## config.mk

```make
export PLATFORM = sky130hd
export DESIGN_NAME = mux4_arbiter
export DESIGN_NICKNAME = d
export VERILOG_FILES = /design/src/rtl/mux4_arbiter.sv
export SDC_FILE = /design/constraint.sdc
export NUM_CORES = 1
export LEC_CHECK = 0
export CAP_MARGIN = 5
export CORE_AREA = 2 2 39 41
export DETAILED_ROUTE_END_ITERATION = 10
export DIE_AREA = 0 0 41 43
export PLACE_DENSITY_LB_ADDON = 0.12
export SLEW_MARGIN = 20
export SYNTH_ARGS = -nofsm -noshare
export SYNTH_HDL_FRONTEND = slang
export SYNTH_SLANG_ARGS = --single-unit
export TNS_END_PERCENT = 50
```

## constraint.sdc

```tcl
create_clock -name clk -period 4 [get_ports clk]
set_clock_uncertainty 0.15 [all_clocks]
set_input_delay 0.8 -clock clk [delete_from_list [all_inputs] [get_ports clk]]
set_output_delay 0.8 -clock clk [all_outputs]
set_load 0.01 [all_outputs]
```

## src/rtl/mux4_arbiter.sv

```systemverilog
// Rotating-priority 4:1 grant arbiter driving the select of a shared Mux4.
// Optional hold limit: define MUX4_ARBITER_TIMEOUT_EN to force-release after MAX_HOLD cycles.
module mux4_arbiter #(
    parameter int MAX_HOLD = 8
) (
    input  logic       clk,
    input  logic       rst_n,
    input  logic [3:0] req,
    input  logic       done,
    output logic [3:0] gnt,
    output logic [1:0] sel,
    output logic       busy,
    output logic       timeout
);

    typedef enum logic {
        IDLE,
        GRANT
    } state_t;

    state_t     state;
    logic [1:0] ptr;
    logic [1:0] win;
    logic [1:0] idx;
    logic       found;

    if (MAX_HOLD < 2 || MAX_HOLD > 255) begin : g_bad_hold
        $error("MAX_HOLD out of range 2..255");
    end

`ifdef MUX4_ARBITER_TIMEOUT_EN
    localparam logic [7:0] HOLD_LAST = 8'(MAX_HOLD - 1);
    logic [7:0] hold;
`else
    assign timeout = 1'b0;
`endif

    // First requester at or after ptr, wrapping modulo 4.
    always_comb begin
        win   = ptr;
        idx   = ptr;
        found = 1'b0;
        for (int k = 0; k < 4; k++) begin
            idx = ptr + 2'(k);
            if (!found && req[idx]) begin
                found = 1'b1;
                win   = idx;
            end
        end
    end

    always_ff @(posedge clk) begin
        if (!rst_n) begin
            state <= IDLE;
            gnt   <= 4'b0000;
            sel   <= 2'b00;
            busy  <= 1'b0;
            ptr   <= 2'b00;
`ifdef MUX4_ARBITER_TIMEOUT_EN
            hold    <= 8'd0;
            timeout <= 1'b0;
`endif
        end else begin
`ifdef MUX4_ARBITER_TIMEOUT_EN
            timeout <= 1'b0;
`endif
            unique case (state)
                IDLE: begin
                    if (|req) begin
                        state <= GRANT;
                        gnt   <= 4'b0001 << win;
                        sel   <= win;
                        busy  <= 1'b1;
                        ptr   <= win + 2'd1;
`ifdef MUX4_ARBITER_TIMEOUT_EN
                        hold  <= 8'd0;
`endif
                    end
                end
                GRANT: begin
                    if (done || !req[sel]) begin
                        state <= IDLE;
                        gnt   <= 4'b0000;
                        busy  <= 1'b0;
                    end
`ifdef MUX4_ARBITER_TIMEOUT_EN
                    else if (hold == HOLD_LAST) begin
                        state   <= IDLE;
                        gnt     <= 4'b0000;
                        busy    <= 1'b0;
                        timeout <= 1'b1;
                    end else begin
                        hold <= hold + 8'd1;
                    end
`endif
                end
                default: state <= IDLE;
            endcase
        end
    end

endmodule
```

==> flow_summary.ini, run 1 <==
[sta]
slew_violations = 0
worst_pin_slew_ps = 615
hold_viol_final = 0
finalCriticalPeriod_ps = 2500
setup_tns_ps = 0
whs_ps = 303
setup_viol = 0
max_slew_margin = 0.586
grt_setup_unrepaired = no
fmax_ghz = 0.399
fin_crit_sh = 0.626
setup_slack_ps = 1500

[setup_path]
setup.worst_path.start_class = input port
timing.rr.end = gnt[0]
crit_required_ps = 3970
reg2reg_from = ptr[0]
path_delay_family = simple AND/OR/NAND/NOR gates
crit_path_max_fanout = 11
end_kind = flop
slowest_stage = nor4_1
slowest_delay_ps = 600
timing_worst_setup_path_type = in2reg
r2r_setup_slack_ps = 2310
crit_chain = clkdlybuf4s50_1 > nor4_1 > nor2_1 > o21ai_0 > a21oi_1
rr_worst_depth = 5
path_buf_inv = 1
critPathArrivalTime_ps = 2480

[place]
port_buffers = 13
dpl_cell_area_um2 = 666
place_congestion = 0.693
dp_slack_ps = 1200
dpl.cell_count = 89
hpwl_um = 776

[floorplanning]
die_area_um2 = 1760
coreArea_um2 = 1380
start_util = 0.381
fp-row-count = 14
pin_count = 15
die_w_um = 41
fp.dieH_um = 43

[yosys]
avgSynthCellArea_um2 = 8.50
ys_seq_elements = 10
synth_top_flop_cell = dfxtp_1
synth-edff-count = 0
yosys-top-cells-area = dfxtp_1 (38%), nor2b_1 (4.8%), o21ai_0 (4.8%)
yosysSeqAreaShare = 0.380
synthArstFlopShare = 0
yosys.area.top_type_share = 0.380
synth_cells = 62
netlist_area_um2 = 527
synth_nets = 69
ys_warn_count = 0
synth_top_area_cell = dfxtp_1
synth_cell_types = 28

[clock_tree]
hold_buffers = 0
cts_root_buffer = clkbuf_4
h-tree-depth = 1
cts_buffers = 3
cts_setup_buffers = 0
cts.path.max_buffers = 2
clk_pin_slew_ps = 60
cts_resized = 0
cts_tree = built
clock_latency_ps = 260
clock_sinks = 10

[layout]
instances_no_fill = 92
design_area_um2 = 688
area_growth_pct = 30.6
antenna_cells = 0
drive_gt1_frac = 0.0789
post-route-util = 0.497
nets = 85

[grt]
grt_antenna_before_repair = 0
grt-ovfl-total = 0
grt_pass1_vias = 454
grt_util_met3 = 0.0314
track_usage = 0.164
use_met2 = 0.213
use_met1 = 0.230
grt_max_degree = 12
grt_pass1_wl_um = 1950
grt_busiest_layer = met1

[power]
leakagePower_nw = 0.246
ir_drop_mv = 0.198
power.density_nw_per_um2 = 388
p_total_mw = 0.267

[route]
drt_iter0_markers = 10
finalWirelength_um = 1090
via_count = 493
via_per_inst = 5.36
wire_per_inst_um = 11.9
first_pass_iters = 4
postRouteAntennaNets = 0
route.detailed.drc = 0

[hold_path]
hold_end = gnt[2]
holdCritPathClass = reg2reg
worstHoldPathCells = 2
min_from = gnt[2]

[run_status]
outcome = finished clean

[job]
maxCapViolations = 0
cell usage after synthesis, drive strengths merged (2+ instances only):
cell	instances
nand2	6
o21ai	7
nor2b	4
nor2	3
nand2b	3
inv	2
dfxtp	10
a21boi	5
a21oi	4
a211oi	3
nand3b	2
worst max-delay path by stage:
stage                     startpoint  endpoint  slack (ps)  cells past startpoint
after global placement        req[2]    gnt[0]        1300                      6
after detailed placement      req[0]    ptr[0]        1200                      5
after CTS                     req[0]    ptr[0]        1490                      5
final                         req[0]    ptr[1]        1500                      5
after global routing          req[0]    ptr[1]        1290                      5
after floorplan               req[1]    gnt[0]        1970                      5
worst register-to-register path, stage by stage, from the launching register on:
cell	delay, ps
dfxtp_1	340
nand2b_1	170
a21oi_1	230
a211oi_4	100
or4_1	490
a21boi_1	130
area by class of cell:
class / count / area, um^2
inverter: 2 / 7.51
tap: 16 / 20.0
multi-input combinational: 48 / 308
fill: 148 / 696
clock buffer: 3 / 22.5
timing repair buffer: 13 / 130
sequential: 10 / 200
routing by layer:
metal | wire length, um | vias up
met5 | 0 | -
met4 | 38 | 0
met3 | 82 | 5
met2 | 475 | 20
met1 | 498 | 218
li1 | - | 250
cell families (layout without fill, tap and decap cells):
kind of cell    count (synthesis)  count (layout)  share of synthesized area
compound gates                 24              24                      0.330
simple gates                   21              21                      0.211
flops                          10              10                      0.380
buf+inv                         4              18                     0.0356
other cells                     1               1                    0.00712
xor+xnor                        1               1                     0.0166
mux                             1               1                     0.0190
cell usage in the layout (no fill, tap or decap), types with 2 or more instances in the layout:
cell type	count
clkbuf_4	3
nor2_1	3
inv_1	2
a21boi_0	2
o21ai_1	2
a21boi_1	3
clkdlybuf4s50_1	13
nand2b_1	3
dfxtp_1	10
nor2b_1	4
nand3b_1	2
a21oi_1	4
nand2_1	6
o21ai_0	5
sequential cells by signal, summed over array words and instances (netlist names):
register and flops:
state 1, sel 2, ptr 2, busy 1, gnt 4
where the power goes:
| part | internal (mW) | switching (mW) |
|---|---|---|
| combinational | 0.0409 | 0.0376 |
| sequential | 0.111 | 0.0114 |
| clock | 0.0346 | 0.0309 |
Note: power is estimated with default switching activity, not from simulation.
==> run 2, diff against run 1 <==
clock period = 2.4 ns   (was 4 ns; I/O delays follow)
==> run 2 against run 1 <==
  * Register-to-register slack got worse by 1600 ps
  * Critical endpoint is now gnt[0]
  * Worst setup slack got worse by 1200 ps
  * Die area did not move
  * Combinational power rose by 73%
  * Wire length rose by 4.9%
  * Clock power rose by 76%
  * Largest power group unchanged
==> flow_summary.ini, run 2 (synthesis results as in run 1) <==
[floorplanning]
fp-row-count = 14
coreArea_um2 = 1380
fp.dieH_um = 43
die_w_um = 41
die_area_um2 = 1760
pin_count = 15
start_util = 0.381

[layout]
drive_gt1_frac = 0.114
antenna_cells = 0
largest_reg_flops = 4
area_growth_pct = 34.9
post-route-util = 0.514
top_regs = gnt (4), ptr (2), sel (2)
layout_common_cells = clkdlybuf4s50_1 (13), dfxtp_1 (10), nand2_1 (6), o21ai_0 (5)
final_common_cell = clkdlybuf4s50_1
nets = 88
registers.top_by_ff_count = gnt

[setup_path]
crit_path_max_fanout = 7
setup.worst_path.start_class = input port
crit_start = req[0]
slowest_stage = clkdlybuf4s50_1
timing_worst_setup_path_type = in2reg
slowest_delay_ps = 570
crit_chain = clkdlybuf4s50_1 > nor2_1 > a211oi_2 > a211oi_4 > or4_1 > a21boi_1
reg2reg_from = ptr[0]
crit_required_ps = 2450
end_kind = flop
critPathArrivalTime_ps = 2140

[route]
via_per_inst = 5.25
first_pass_iters = 4
drt_iter0_markers = 4
finalWirelength_um = 1150
postRouteAntennaNets = 0
wire_per_inst_um = 12.1
route.detailed.drc = 0
via_count = 499

[sta]
fin_crit_sh = 0.868
setup_viol = 0
slew_violations = 0
setup_slack_ps = 317
setup_tns_ps = 0
grt_setup_unrepaired = no
fmax_ghz = 0.480
finalCriticalPeriod_ps = 2080
hold_viol_final = 0
whs_ps = 307

[grt]
track_usage = 0.161
grt_pass1_vias = 448
grt_max_degree = 12
grt_pass1_wl_um = 1880
grt-ovfl-total = 0
grt_antenna_before_repair = 0

[clock_tree]
clock_sinks = 10
cts_resized = 0
cts_root_buffer = clkbuf_4
cts_tree = built
h-tree-depth = 1
clk_pin_slew_ps = 70
cts_setup_buffers = 0
cts.path.max_buffers = 2
cts_buffers = 3
clock_latency_ps = 270
hold_buffers = 0

[run_status]
outcome = finished clean

[place]
place_congestion = 0.692
dp_slack_ps = 51.5
port_buffers = 13
hpwl_um = 817

[power]
switching_share = 0.308
p_comb_frac = 0.299
seqPwrFrac = 0.449
power.density_nw_per_um2 = 641
power.switching_mw = 0.140
ir_drop_mv = 0.287
leakagePower_nw = 0.260
p_total_mw = 0.456
p_int_mw = 0.316
pwr-share-clk = 0.252

[job]
maxCapViolations = 0

[hold_path]
holdCritPathClass = reg2reg
min_from = gnt[2]
-- run 2: worst max-delay path: cells and delay by family --
kind | cells | cell delay (ps)
compound gates | 3 | 500
buf+inv | 1 | 570
simple gates | 2 | 570
-- run 2: metrics by stage --
step           instance area [um^2]  instances
2_1_floorplan                   527         62
3_3_place_gp                    688         92
3_5_place_dp                    688         92
4_1_cts                         711         95
5_1_grt                         711         95
6_report                        711         95
-- run 2: per-layer routing --
layer / share of wire / up-vias / wire length (um) / global-route usage
met1: 0.49 / 224 / 562 / 0.232
met3: 0.056 / 5 / 64 / 0.0314
met5: 0 / - / 0 / 0
met2: 0.42 / 16 / 487 / 0.203
met4: 0.030 / 0 / 34 / 0.120
li1: - / 254 / - / -
-- run 2: layout make-up --
cell class,instances,area (um^2)
multi-input combinational,48,308
fill,149,673
clock buffer,3,22.5
tap,16,20.0
sequential,10,200
inverter,2,7.51
timing repair buffer,16,153
-- run 2: worst paths after layout --
path	cells after the start	slack, ps	endpoint
worst max register to register	5	720	gnt[0]
worst min register to register	2	310	gnt[2]
worst min-delay path	2	310	gnt[2]
worst max-delay path	6	320	gnt[0]
-- run 2: power groups by stage --
| stage | logic [mW] | registers [mW] | clock network (mW) |
|---|---|---|---|
| 6_report | 0.136 | 0.205 | 0.115 |
| 5_1_grt | 0.152 | 0.208 | 0.128 |
| 4_1_cts | 0.137 | 0.204 | 0.118 |
| 3_5_place_dp | 0.136 | 0.208 | 0 |
| 3_3_place_gp | 0.135 | 0.209 | 0 |
| 2_1_floorplan | 0.0769 | 0.211 | 0 |
